$ cat src/rtl/rst_seq_pkg.sv
// Shared types and sizing helpers for the staged reset sequencer.
package rst_seq_pkg;

    typedef enum logic [2:0] {
        HOLD,
        STARTUP,
        RELEASE,
        RUN,
        SOFT
    } rst_seq_state_e;

    // Width of the shared delay counter: wide enough to hold the longest wait.
    function automatic int cnt_width(input int startup_dly, input int gap_cycles,
                                     input int soft_hold);
        int m;
        m = startup_dly;
        if (gap_cycles > m) m = gap_cycles;
        if (soft_hold > m) m = soft_hold;
        return $clog2(m + 1);
    endfunction

endpackage

$ cat src/rtl/rst_sync.sv
// Reset synchroniser: asserts asynchronously, de-asserts after SYNC_STAGES clk edges.
module rst_sync #(
    parameter int SYNC_STAGES = 2
) (
    input  logic clk,
    input  logic rst_n,
    output logic reset_sync_n
);

    logic [SYNC_STAGES-1:0] sync_q;

    // NOTE: sequential state uses non-blocking assignments so every flop samples pre-edge values.
    always_ff @(posedge clk or negedge rst_n) begin
        if (!rst_n) begin
            sync_q <= '0;
        end else begin
            sync_q <= {sync_q[SYNC_STAGES-2:0], 1'b1};
        end
    end

    assign reset_sync_n = sync_q[SYNC_STAGES-1];

endmodule

$ cat src/rtl/rst_sequencer.sv
// Board-reset sequencer: synchronises rstb, waits a start-up delay, then releases
// NUM_CH domain resets in order; a soft-reset edge re-asserts all and replays.
module rst_sequencer
    import rst_seq_pkg::*;
#(
    parameter int NUM_CH      = 4,
    parameter int SYNC_STAGES = 2,
    parameter int STARTUP_DLY = 16,
    parameter int GAP_CYCLES  = 5,
    parameter int SOFT_HOLD   = 3,
    parameter int CNT_W       = 8
) (
    input  logic              clk,
    input  logic              rstb,
    input  logic              soft_rst_i,
    output logic [NUM_CH-1:0] rst_n_o,
    output logic              busy_o,
    output logic              done_o,
    output logic [CNT_W-1:0]  soft_cnt_o
);

    localparam int CTR_W = cnt_width(STARTUP_DLY, GAP_CYCLES, SOFT_HOLD);
    localparam int IDX_W = (NUM_CH > 1) ? $clog2(NUM_CH) : 1;

    localparam logic [CTR_W-1:0]  STARTUP_LAST = CTR_W'(STARTUP_DLY - 1);
    localparam logic [CTR_W-1:0]  GAP_LAST     = CTR_W'(GAP_CYCLES - 1);
    localparam logic [CTR_W-1:0]  SOFT_LAST    = CTR_W'(SOFT_HOLD - 1);
    localparam logic [IDX_W-1:0]  IDX_LAST     = IDX_W'(NUM_CH - 1);
    localparam logic [NUM_CH-1:0] FIRST_BIT    = NUM_CH'(1);

    logic reset_sync_n;

    rst_seq_state_e     state_q, state_d;
    logic [CTR_W-1:0]   cnt_q, cnt_d;
    logic [IDX_W-1:0]   idx_q, idx_d;
    logic [NUM_CH-1:0]  rst_n_q, rst_n_d;
    logic               done_q, done_d;
    logic               busy_q;
    logic [CNT_W-1:0]   soft_cnt_q, soft_cnt_d;
    logic               soft_q;
    logic               soft_edge;
    logic               release_first;

    rst_sync #(
        .SYNC_STAGES(SYNC_STAGES)
    ) u_rst_sync (
        .clk         (clk),
        .rst_n       (rstb),
        .reset_sync_n(reset_sync_n)
    );

    assign soft_edge = soft_rst_i & ~soft_q;

    // NOTE: every signal gets a default at the top so no path leaves one unassigned (no latch).
    always_comb begin
        state_d       = state_q;
        cnt_d         = cnt_q;
        idx_d         = idx_q;
        rst_n_d       = rst_n_q;
        done_d        = done_q;
        soft_cnt_d    = soft_cnt_q;
        release_first = 1'b0;

        case (state_q)
            HOLD: begin
                if (reset_sync_n) begin
                    state_d = STARTUP;
                    cnt_d   = '0;
                end
            end
            STARTUP: begin
                if (cnt_q == STARTUP_LAST) release_first = 1'b1;
                else                       cnt_d = cnt_q + CTR_W'(1);
            end
            RELEASE: begin
                if (cnt_q == GAP_LAST) begin
                    // Domains release as a thermometer code, bit 0 first.
                    rst_n_d = (rst_n_q << 1) | FIRST_BIT;
                    cnt_d   = '0;
                    if (idx_q == IDX_LAST) begin
                        done_d  = 1'b1;
                        state_d = RUN;
                    end else begin
                        idx_d = idx_q + IDX_W'(1);
                    end
                end else begin
                    cnt_d = cnt_q + CTR_W'(1);
                end
            end
            RUN: begin
            end
            SOFT: begin
                if (cnt_q == SOFT_LAST) release_first = 1'b1;
                else                    cnt_d = cnt_q + CTR_W'(1);
            end
            default: state_d = HOLD;
        endcase

        if (release_first) begin
            rst_n_d = FIRST_BIT;
            cnt_d   = '0;
            idx_d   = IDX_W'(1);
            if (NUM_CH == 1) begin
                done_d  = 1'b1;
                state_d = RUN;
            end else begin
                state_d = RELEASE;
            end
        end

        // A soft edge wins over any progress made this cycle.
        if (soft_edge && (state_q != HOLD)) begin
            state_d = SOFT;
            cnt_d   = '0;
            idx_d   = '0;
            rst_n_d = '0;
            done_d  = 1'b0;
            if (soft_cnt_q != {CNT_W{1'b1}}) soft_cnt_d = soft_cnt_q + CNT_W'(1);
        end
    end

    always_ff @(posedge clk or negedge rstb) begin
        if (!rstb) begin
            state_q    <= HOLD;
            cnt_q      <= '0;
            idx_q      <= '0;
            rst_n_q    <= '0;
            done_q     <= 1'b0;
            busy_q     <= 1'b1;
            soft_cnt_q <= '0;
            soft_q     <= 1'b0;
        end else begin
            state_q    <= state_d;
            cnt_q      <= cnt_d;
            idx_q      <= idx_d;
            rst_n_q    <= rst_n_d;
            done_q     <= done_d;
            busy_q     <= ~done_d;
            soft_cnt_q <= soft_cnt_d;
            soft_q     <= soft_rst_i;
        end
    end

    assign rst_n_o    = rst_n_q;
    assign done_o     = done_q;
    assign busy_o     = busy_q;
    assign soft_cnt_o = soft_cnt_q;

endmodule

$ cat config.mk
export PLATFORM = sky130hd
export DESIGN_NAME = rst_sequencer
export DESIGN_NICKNAME = d
export VERILOG_FILES = /design/src/rtl/rst_seq_pkg.sv /design/src/rtl/rst_sync.sv /design/src/rtl/rst_sequencer.sv
export SDC_FILE = /design/constraint.sdc
export NUM_CORES = 1
export LEC_CHECK = 0
export ABC_AREA = 0
export BUFFER_PORTS_ARGS = -buffer_cell sky130_fd_sc_hd__buf_2
export CELL_PAD_IN_SITES_DETAIL_PLACEMENT = 2
export CELL_PAD_IN_SITES_GLOBAL_PLACEMENT = 2
export CORE_MARGIN = 1.5
export CORE_UTILIZATION = 25
export CTS_CLUSTER_SIZE = 20
export DETAILED_ROUTE_END_ITERATION = 8
export PLACE_DENSITY_LB_ADDON = 0.1
export SYNTH_ARGS = -nofsm -noshare
export SYNTH_HDL_FRONTEND = slang
export SYNTH_SLANG_ARGS = --single-unit
$ cat constraint.sdc
create_clock -name clk -period 4.3 [get_ports clk]
set_clock_uncertainty 0.05 [all_clocks]
set_input_delay 0.43 -clock clk [delete_from_list [all_inputs] [get_ports clk]]
set_output_delay 0.43 -clock clk [all_outputs]
set_load 0.01 [all_outputs]
==> metrics.md, run 1 <==
| Metric | Value |
|---|---|
| Post-synthesis cell type count | 48 |
| Die Outline Area | 6170 um2 |
| Cell types with the largest area share after synthesis | sky130_fd_sc_hd__dfrtp_1, sky130_fd_sc_hd__ha_1, sky130_fd_sc_hd__xor2_1, sky130_fd_sc_hd__mux2i_1, sky130_fd_sc_hd__a21oi_1 |
| Global-route usage over all layers | 12.0% |
| Reg-to-reg critical path endpoint | cnt_q[2] |
| Post-route DRC violation count | 0 |
| Total of cells resized after clock tree synthesis | 0 |
| Sum of negative setup slack | 0 ns |
| RSZ-0062 raised after global routing | false |
| Post-Syn Nets | 134 |
| Wire length per cell | 15.4 um |
| Via count of the first global-routing pass | 1117 |
| Layout overhead on the synthesized area | 12.7% |
| Placeable core region | 5510 um2 |
| Dominant cell type by count on the critical path | sky130_fd_sc_hd__ha_1 |
| Final worst-path setup slack | 2.34 ns |
| DP Worst Slack | 2.33 ns |
| Initial Utilization | 25.9% |
| Count of input and output buffers | 16 |
| Worst rel slew slack | 59.7% |
| Maximum vdd drop | 0.200 mV |
| Class of the tightest hold or removal check | input port to asynchronous set/reset pin |
| Proportion of netlist area held by the largest area contributor | 45.6% |
| Tmin final | 1.96 ns |
| Logic depth of the worst path, buffers included | 6 |
| FF+latch count, synth | 27 |
| Pre-antenna DRT Iters | 4 |
| Synth Warn # | 0 |
| Power density over the cells | 575 nW/um2 |
| Number of flops mapped to enable cells by yosys | 0 |
| Maximum operating frequency | 0.509 GHz |
| Die Height | 78.5 um |
| Maximum fanout along the worst path | 9 |
| Count of hold-fix buffers inserted at cts | 0 |
| Count of pins over their slew limit | 0 |
| Share of flip-flops with an asynchronous set or reset after synthesis | 100% |
| Measured slew at the worst slew-check pin | 0.605 ns |
| Placer congestion estimate | 0.734 |
| Worst path cell trace | ha_1 > and3_1 > ha_1 > a22oi_1 > o21ai_2 > a311oi_1 |
| Number of diodes added for antenna fixing | 0 |
| Die Width | 78.5 um |
| Buf+Inv Stages, Crit Path | 0 |
| Syn Area/Cell | 11.4 um2 |
| TritonCTS Buffers | 3 |
| Deepest level of the CTS H-tree | 1 |
| First-pass GRT wire length | 5.71 mm |
| Antenna Nets Post-Route | 0 |
| Pin count of the biggest net entering global routing | 28 |
| Worst setup SP type | flop |
| Clock tree buffer depth | 2 |
| Count of pins on the block boundary | 17 |
| Library cell with the largest summed area after synthesis | sky130_fd_sc_hd__dfrtp_1 |
| Endpoint required time on the critical path | 4.43 ns |
| FF-to-FF setup slack | 2.34 ns |
| Portion of the post-synthesis area used by sequential elements | 47.5% |
| Core Rows | 27 |
| Netlist area before placement | 1430 um2 |
| Crit path capture type | flop |
| Final-report hold violation count | 0 |
| Count of endpoints failing setup in the final report | 0 |
| Proportion of layout cells with a drive suffix above 1 | 25.5% |
| Startpoint of the worst register-to-register path | cnt_q[0] |
| Leakage power figure | 0.000769 uW |
| Peak per-stage delay on the critical path | 0.46 ns |
| Total grt overflow | 0 |
| Vias after detailed routing | 1025 |
| Clock-pin slew on the worst setup and hold paths | 0.10 ns |
| Critical path arrival | 2.09 ns |
| CTS tree | yes |
| Crit-path slowest cell | sky130_fd_sc_hd__dfrtp_1 |
| Length in cells of the worst reg-to-reg path | 6 |
| First-iteration detailed-routing DRC count | 50 |
| Reported max-cap violation count | 0 |
| Total number of clock tree sinks | 27 |
| Placed wire-length estimate | 2.50 mm |
| Clock Tree Root | sky130_fd_sc_hd__clkbuf_8 |
| Crit path kind | flop to flop |
| NumNets Final | 151 |
| Post-Synthesis Cells | 125 |
| Part of the cycle the worst path needs | 45.7% |
| Buffer count from post-CTS setup fixing | 0 |
| Number of antenna violations at the first check in global routing | 0 |
| Filler Cell Count | 604 |
| Aggregate routed wire length | 3.28 mm |
| Clock insertion delay at the later pin of the skew report | 0.27 ns |
| Critical path origin | cnt_q[0] |
| Dominant synthesized flop cell | sky130_fd_sc_hd__dfrtp_1 |
| Vias/cell | 4.81 |
| Last element of the critical path | cnt_q[2] |
| Status | complete, no violations |
| Post-layout total power | 925 uW |
| Worst-case hold slack | 0.106 ns |
| Cell class contributing the biggest share of worst-path delay | compound AO/OA/AOI/OAI gates |
==> worst min path at each step <==
stage,startpoint,endpoint,slack (ns),cells after the start
6_report,rstb,soft_cnt_o[1],0.11,1
5_1_grt,rstb,idx_q[1],0.14,1
4_1_cts,rstb,soft_cnt_o[5],0.12,1
3_5_place_dp,u_rst_sync.sync_q[0],u_rst_sync.sync_q[1],0.29,0
2_1_floorplan,rstb,cnt_q[0],0.08,0
3_3_place_gp,u_rst_sync.sync_q[0],u_rst_sync.sync_q[1],0.28,0
==> sequential cells by signal (all words and copies together) (netlist names) <==
register           cells
busy_o                 1
cnt_q                  5
done_o                 1
idx_q                  2
rst_n_o                4
soft_cnt_o             8
soft_q                 1
state_q                3
u_rst_sync.sync_q      2
==> cells in the final DEF (no fill, tap or decap), types with 3 or more instances in the layout <==
master	instances
sky130_fd_sc_hd__nand2_1	8
sky130_fd_sc_hd__a21oi_1	6
sky130_fd_sc_hd__buf_2	16
sky130_fd_sc_hd__clkbuf_8	3
sky130_fd_sc_hd__inv_1	7
sky130_fd_sc_hd__a22oi_1	3
sky130_fd_sc_hd__a211oi_1	3
sky130_fd_sc_hd__nor2_1	8
sky130_fd_sc_hd__nand3_1	4
sky130_fd_sc_hd__dfrtp_1	26
sky130_fd_sc_hd__xor2_1	5
sky130_fd_sc_hd__mux2i_1	4
sky130_fd_sc_hd__ha_1	6
sky130_fd_sc_hd__xnor2_1	3
==> per-stage QoR <==
stage / cell area (um2) / util [%] / cells
final: 1610 / 29.2 / 213
after global routing: 1610 / 29.2 / 213
after CTS: 1610 / 29.2 / 213
after detailed placement: 1560 / 28.3 / 209
after global placement: 1560 / 28.3 / 209
after floorplan: 1430 / - / 125
==> cell usage after synthesis (3+ instances only) <==
| cell type | count |
|---|---|
| sky130_fd_sc_hd__xor2_1 | 5 |
| sky130_fd_sc_hd__xnor2_1 | 3 |
| sky130_fd_sc_hd__nor2_1 | 8 |
| sky130_fd_sc_hd__inv_1 | 7 |
| sky130_fd_sc_hd__nand3_1 | 4 |
| sky130_fd_sc_hd__nand2_1 | 8 |
| sky130_fd_sc_hd__a21oi_1 | 6 |
| sky130_fd_sc_hd__mux2i_1 | 4 |
| sky130_fd_sc_hd__a211oi_1 | 3 |
| sky130_fd_sc_hd__dfrtp_1 | 26 |
| sky130_fd_sc_hd__a22oi_1 | 3 |
| sky130_fd_sc_hd__ha_1 | 6 |
==> cells by family (layout without fill, tap and decap cells) <==
kind of cell,after synthesis,after routing,synth area share [%]
compound gates,29,29,17.5
xor+xnor,8,8,4.91
fa+ha+maj,6,6,5.26
buf+inv,11,27,4.47
flops,27,27,47.5
mux,5,5,3.60
other cells,1,1,0.263
simple gates,38,38,16.5
==> layout make-up <==
cell class              count  area (um2)  share of cell area (%)
flip-flops and latches     27         677                    42.1
well taps                  72        90.1                    5.60
multi-input cells          87         686                    42.6
clock inverters             1        7.51                   0.467
clock buffers               3        41.3                    2.57
repair buffers             16        80.1                    4.98
inverters                   7        26.3                    1.63
==> metal layers <==
metal | GRT usage, % | vias up | share of wire (%)
met5 | 0 | - | 0
met4 | 5.36 | 0 | 1.3
met3 | 1.74 | 2 | 1.7
met2 | 20.7 | 7 | 52
met1 | 14.8 | 532 | 45
li1 | - | 484 | -
==> where the power goes <==
part / total, uW / internal, uW / switching [uW]
logic: 363 / 160 / 202
clock network: 146 / 65.7 / 80.6
registers: 416 / 314 / 102
total: 925 / 540 / 385
(Power assumes the default switching activity.)
==> run 2, diff against run 1 <==
- clock period: 4.3 -> 2.05 ns (I/O delays scaled with it)
==> metrics.md, run 2 (synthesis gave the netlist of run 1 again) <==
| Metric | Value |
|---|---|
| Worst min-delay path startpoint | soft_rst_i |
| Pin count of the biggest net entering global routing | 28 (unchanged) |
| Clock tree buffer depth | 2 (unchanged) |
| Critical path arrival | 2.00 ns (-0.09 ns) |
| Initial Utilization | 25.9% (unchanged) |
| Die Height | 78.5 um (unchanged) |
| Buffer count from post-CTS setup fixing | 0 (unchanged) |
| Total number of clock tree sinks | 27 (unchanged) |
| Sum of negative setup slack | 0 ns (unchanged) |
| Total placed cells including tap cells | 211 (+0.96%) |
| Layout overhead on the synthesized area | 14.8% |
| Maximum vdd drop | 0.356 mV (+78%) |
| Measured slew at the worst slew-check pin | 0.635 ns (+0.0308 ns) |
| Vias after detailed routing | 1041 (+1.6%) |
| Post-route DRC violation count | 0 (unchanged) |
| Status | complete, no violations |
| Aggregate routed wire length | 3.40 mm (+3.9%) |
| Tmin final | 1.88 ns (-0.0866 ns) |
| NumNets Final | 154 (+2.0%) |
| First-pass GRT wire length | 5.55 mm (-2.8%) |
| Count of placed standard cells in the final layout, fillers left out | 216 (+1.4%) |
| Pre-antenna DRT Iters | 2 (-2) |
| Class of the tightest hold or removal check | input port to flop |
| Most used cells in the layout excluding fill and tap cells | sky130_fd_sc_hd__dfrtp_1, sky130_fd_sc_hd__buf_2, sky130_fd_sc_hd__nor2_1, sky130_fd_sc_hd__nand2_1, sky130_fd_sc_hd__inv_1 |
| Placer congestion estimate | 0.720 (-1.9%) |
| Die Width | 78.5 um (unchanged) |
| Crit path kind | flop to flop |
| Worst path cell trace | inv_1 > ha_1 > and4bb_2 > a21oi_1 > o32a_2 > a21o_1 |
| Endpoint required time on the critical path | 2.17 ns (-2.26 ns) |
| Clock Tree Root | sky130_fd_sc_hd__clkbuf_8 |
| Clock insertion delay at the later pin of the skew report | 0.28 ns (about the same) |
| Crit path capture type | flop |
| Most common cell after layout, fill and taps aside | sky130_fd_sc_hd__dfrtp_1 |
| Worst-case hold slack | 0.0197 ns (-0.0864 ns) |
| Final-report hold violation count | 0 (unchanged) |
| TritonCTS Buffers | 3 (unchanged) |
| Flip-flop count of the largest register, all copies and words added | 8 (unchanged) |
| Wire length per cell | 15.8 um (+2.4%) |
| Number of antenna violations at the first check in global routing | 0 (unchanged) |
| Crit-path slowest cell | sky130_fd_sc_hd__dfrtp_1 |
| Antenna Nets Post-Route | 0 (unchanged) |
| Reported max-cap violation count | 0 (unchanged) |
| Maximum fanout along the worst path | 6 (-3) |
| Die Outline Area | 6170 um2 (unchanged) |
| Critical path origin | cnt_q[0] |
| Deepest level of the CTS H-tree | 1 (unchanged) |
| Post-layout total power | 1970 uW (+110%) |
| Count of input and output buffers | 16 (unchanged) |
| First-iteration detailed-routing DRC count | 23 (-54%) |
| Placeable core region | 5510 um2 (unchanged) |
| Peak per-stage delay on the critical path | 0.46 ns (about the same) |
| Utilization of the core after routing | 29.7% (+0.55 points) |
| Power density over the cells | 1200 nW/um2 (+110%) |
| Count of endpoints failing setup in the final report | 0 (unchanged) |
| Via count of the first global-routing pass | 1108 (-0.81%) |
| Maximum operating frequency | 0.533 GHz (+4.6%) |
| Core Rows | 27 (unchanged) |
| Startpoint of the worst register-to-register path | cnt_q[0] |
| FF-to-FF setup slack | 0.17 ns (-2.16 ns) |
| Global-route usage over all layers | 11.8% (-0.25 points) |
| CTS tree | yes |
| RSZ-0062 raised after global routing | false |
| Count of pins over their slew limit | 0 (unchanged) |
| Number of diodes added for antenna fixing | 0 (unchanged) |
| Placed wire-length estimate | 2.58 mm (+3.0%) |
| Total grt overflow | 0 (unchanged) |
| Worst rel slew slack | 57.6% (-2.1 points) |
| Count of pins on the block boundary | 17 (unchanged) |
| Worst setup SP type | flop |
| Part of the cycle the worst path needs | 91.6% (+46 points) |
| Leakage power figure | 0.000784 uW (+1.9%) |
| Vias/cell | 4.82 (+0.15%) |
| Clock-pin slew on the worst setup and hold paths | 0.10 ns (about the same) |
| Proportion of layout cells with a drive suffix above 1 | 27.1% (+1.6 points) |
==> run 2: cell count changes in the layout (fill, tap and decap cells not counted) <==
cell and delta:
sky130_fd_sc_hd__a22oi_1 -1, sky130_fd_sc_hd__a22oi_2 +1, sky130_fd_sc_hd__buf_4 +2, sky130_fd_sc_hd__dlygate4sd3_1 +1
==> run 2: timing repair <==
action	in CTS	in global routing
endpoints found under the hold margin	26	0
endpoints found under the setup margin	0	5
hold buffers	1	0
resized for setup	0	1
==> run 2: metrics by stage <==
step	instance area, um2	setup slack, ns
floorplan	1430	0.342
global placement	1570	0.164
detailed placement	1570	0.116
CTS	1630	0.0663
global route	1640	0.00504
finish	1640	0.173
==> run 2: area by class of cell <==
class,instances,area (um2)
sequential,27,677
clock buffer,3,41.3
fill,610,3870
inverter,7,26.3
clock inverter,1,7.51
tap,72,90.1
timing repair buffer,19,105
multi-input combinational,87,691
==> run 2: power by group <==
group	internal, uW	leakage (uW)	switching (uW)
registers	658	0.000352	191
clock network	138	0.0000217	178
logic	357	0.000410	451
total	1150	0.000784	820
==> run 2: final timing paths <==
check | to | depth (start not counted)
max in group asynchronous | idx_q[0] | 2
min in group asynchronous | soft_cnt_o[4] | 2
setup reg to reg | state_q[2] | 6
setup / recovery | state_q[2] | 6
hold reg to reg | u_rst_sync.sync_q[1] | 0
hold / removal | soft_q | 1
==> run 2: layer usage <==
metal  wire length (um)  GRT usage (%)
met5                  0              0
met4                 25           3.21
met3                 55           1.74
met2               1810           21.6
met1               1510           14.1
==> run 2: critical path: cells and delay by family, from the launching register on <==
family | cells | cell delay, ns
adder cells (fa/ha/maj) | 1 | 0.15
flip-flops | 1 | 0.46
AO/OA/AOI/OAI | 3 | 0.68
buffers and inverters | 1 | 0.12
AND/OR/NAND/NOR | 1 | 0.32
==> run 3, diff against run 2 <==
- CTS_BUF_LIST: unset -> sky130_fd_sc_hd__clkbuf_2
- TNS_END_PERCENT: unset -> 10
==> metrics.md, run 3 (synthesis gave the netlist of run 1 again) <==
| Metric | Value |
|---|---|
| Maximum vdd drop | 0.326 mV (-8.4%) |
| Endpoint required time on the critical path | 2.29 ns (+0.12 ns) |
| Count of pins over their slew limit | 0 (unchanged) |
| Layout overhead on the synthesized area | 13.9% |
| Post-route DRC violation count | 0 (unchanged) |
| Die Outline Area | 6170 um2 (unchanged) |
| Wire length per cell | 15.6 um (-0.93%) |
| Number of antenna violations at the first check in global routing | 0 (unchanged) |
| Flip-flop count of the largest register, all copies and words added | 8 (unchanged) |
| Total placed cells including tap cells | 211 (unchanged) |
| Initial Utilization | 25.9% (unchanged) |
| TritonCTS Buffers | 3 (unchanged) |
| Worst setup SP type | flop |
| Maximum fanout along the worst path | 6 (unchanged) |
| Critical path arrival | 2.15 ns (+0.15 ns) |
| Clock tree buffer depth | 2 (unchanged) |
| Vias after detailed routing | 1056 (+1.4%) |
| Sum of negative setup slack | 0 ns (unchanged) |
| Placeable core region | 5510 um2 (unchanged) |
| Count of input and output buffers | 16 (unchanged) |
| Clock-pin slew on the worst setup and hold paths | 0.31 ns (+0.21 ns) |
| Deepest level of the CTS H-tree | 1 (unchanged) |
| Count of placed standard cells in the final layout, fillers left out | 217 (+0.46%) |
| Crit path capture type | flop |
| Count of pins on the block boundary | 17 (unchanged) |
| Antenna Nets Post-Route | 0 (unchanged) |
| First-iteration detailed-routing DRC count | 23 (unchanged) |
| Leakage power figure | 0.000777 uW (-0.95%) |
| Die Width | 78.5 um (unchanged) |
| Number of diodes added for antenna fixing | 0 (unchanged) |
| Crit path kind | flop to flop |
| Status | complete, no violations |
| Class of the tightest hold or removal check | input port to asynchronous set/reset pin |
| Total grt overflow | 0 (unchanged) |
| Final-report hold violation count | 0 (unchanged) |
| First-pass GRT wire length | 5.51 mm (-0.86%) |
| Vias/cell | 4.87 (+0.97%) |
| Core Rows | 27 (unchanged) |
| Reported max-cap violation count | 0 (unchanged) |
| Most used cells in the layout excluding fill and tap cells | sky130_fd_sc_hd__dfrtp_1, sky130_fd_sc_hd__buf_2, sky130_fd_sc_hd__nor2_1, sky130_fd_sc_hd__nand2_1, sky130_fd_sc_hd__inv_1 |
| Placer congestion estimate | 0.720 (unchanged) |
| NumNets Final | 155 (+0.65%) |
| Clock Tree Root | sky130_fd_sc_hd__clkbuf_2 |
| Placed wire-length estimate | 2.58 mm (unchanged) |
| CTS tree | yes |
| Aggregate routed wire length | 3.39 mm (-0.47%) |
| Part of the cycle the worst path needs | 93.1% (+1.6 points) |
| Buffer count from post-CTS setup fixing | 0 (unchanged) |
| Power density over the cells | 1160 nW/um2 (-3.9%) |
| Measured slew at the worst slew-check pin | 0.643 ns (+0.00794 ns) |
| Total number of clock tree sinks | 27 (unchanged) |
| Tmin final | 1.91 ns (+0.0320 ns) |
| Via count of the first global-routing pass | 1099 (-0.81%) |
| Count of endpoints failing setup in the final report | 0 (unchanged) |
| Global-route usage over all layers | 11.7% (-0.074 points) |
| Maximum operating frequency | 0.524 GHz (-1.7%) |
| Pre-antenna DRT Iters | 4 (+2) |
| Die Height | 78.5 um (unchanged) |
| Pin count of the biggest net entering global routing | 28 (unchanged) |
| Proportion of layout cells with a drive suffix above 1 | 28.3% (+1.2 points) |
| Worst rel slew slack | 57.1% (-0.53 points) |
| RSZ-0062 raised after global routing | false |
| Most common cell after layout, fill and taps aside | sky130_fd_sc_hd__dfrtp_1 |
| Clock insertion delay at the later pin of the skew report | 0.40 ns (+0.12 ns) |
## run 3: changes by cell type in the layout (fill, tap and decap cells not counted)
cell | before | now
sky130_fd_sc_hd__dlygate4sd3_1 | 1 | 2
sky130_fd_sc_hd__dfrtp_1 | 26 | 24
sky130_fd_sc_hd__dfrtp_2 | 0 | 2
sky130_fd_sc_hd__clkbuf_2 | 0 | 3
sky130_fd_sc_hd__clkbuf_8 | 3 | 0
## run 3: layout make-up
class | instances | area (um2)
clock inverters | 1 | 7.51
repair buffers | 20 | 115
multi-input cells | 87 | 691
clock buffers | 3 | 15.0
well taps | 72 | 90.1
inverters | 7 | 26.3
fillers | 605 | 3880
flip-flops and latches | 27 | 679
## run 3: through the flow
stage | power [uW] | util, % | worst slack, ns | area (um2) | hold slack, ns
6_report | 1880 | 29.5 | 0.141 | 1620 | 0.264
5_1_grt | 2050 | 29.5 | 0.00712 | 1620 | 0.256
4_1_cts | 1910 | 29.4 | 0.0385 | 1620 | 0.258
3_5_place_dp | 1680 | 28.6 | 0.116 | 1570 | 0.227
3_3_place_gp | 1660 | 28.6 | 0.164 | 1570 | 0.214
2_1_floorplan | 1440 | - | 0.342 | 1430 | -0.141
## run 3: worst paths after layout
path / start / end / slack [ns] / cells after the start
setup reg to reg: cnt_q[0] / state_q[2] / 0.14 / 6
hold / removal: rstb / soft_cnt_o[6] / 0.26 / 2
setup / recovery: cnt_q[0] / state_q[2] / 0.14 / 6
hold reg to reg: u_rst_sync.sync_q[0] / u_rst_sync.sync_q[1] / 0.35 / 0
min in group clk: u_rst_sync.sync_q[0] / u_rst_sync.sync_q[1] / 0.35 / 0
max in group asynchronous: rstb / idx_q[0] / 1.23 / 2
## run 3: worst max-delay path, stage by stage (launching register included)
cell and delay [ns]:
sky130_fd_sc_hd__dfrtp_2 0.52, sky130_fd_sc_hd__inv_1 0.10, sky130_fd_sc_hd__ha_1 0.14, sky130_fd_sc_hd__and4bb_2 0.31, sky130_fd_sc_hd__a21oi_1 0.10, sky130_fd_sc_hd__o32a_2 0.39, sky130_fd_sc_hd__a21o_1 0.18
## run 3: what timing repair did
action / in CTS / in global routing
endpoints found under the hold margin: 27 / 0
gates resized for setup: 0 / 3
hold buffers: 2 / 0
setup endpoints to repair: 0 / 5
## run 3: report_power, final
group | internal, uW | switching (uW) | leakage, uW
logic | 358 | 449 | 0.000414
clock network | 45.2 | 176 | 0.0000126
registers | 661 | 190 | 0.000350
## run 3: layer usage
layer  vias up  wire (um)  global-route usage, %
met3         2         64                   2.09
met4         0         25                   3.21
met5         -          0                      0
met1       553       1490                   14.1
met2         9       1800                   21.1
li1        492          -                      -
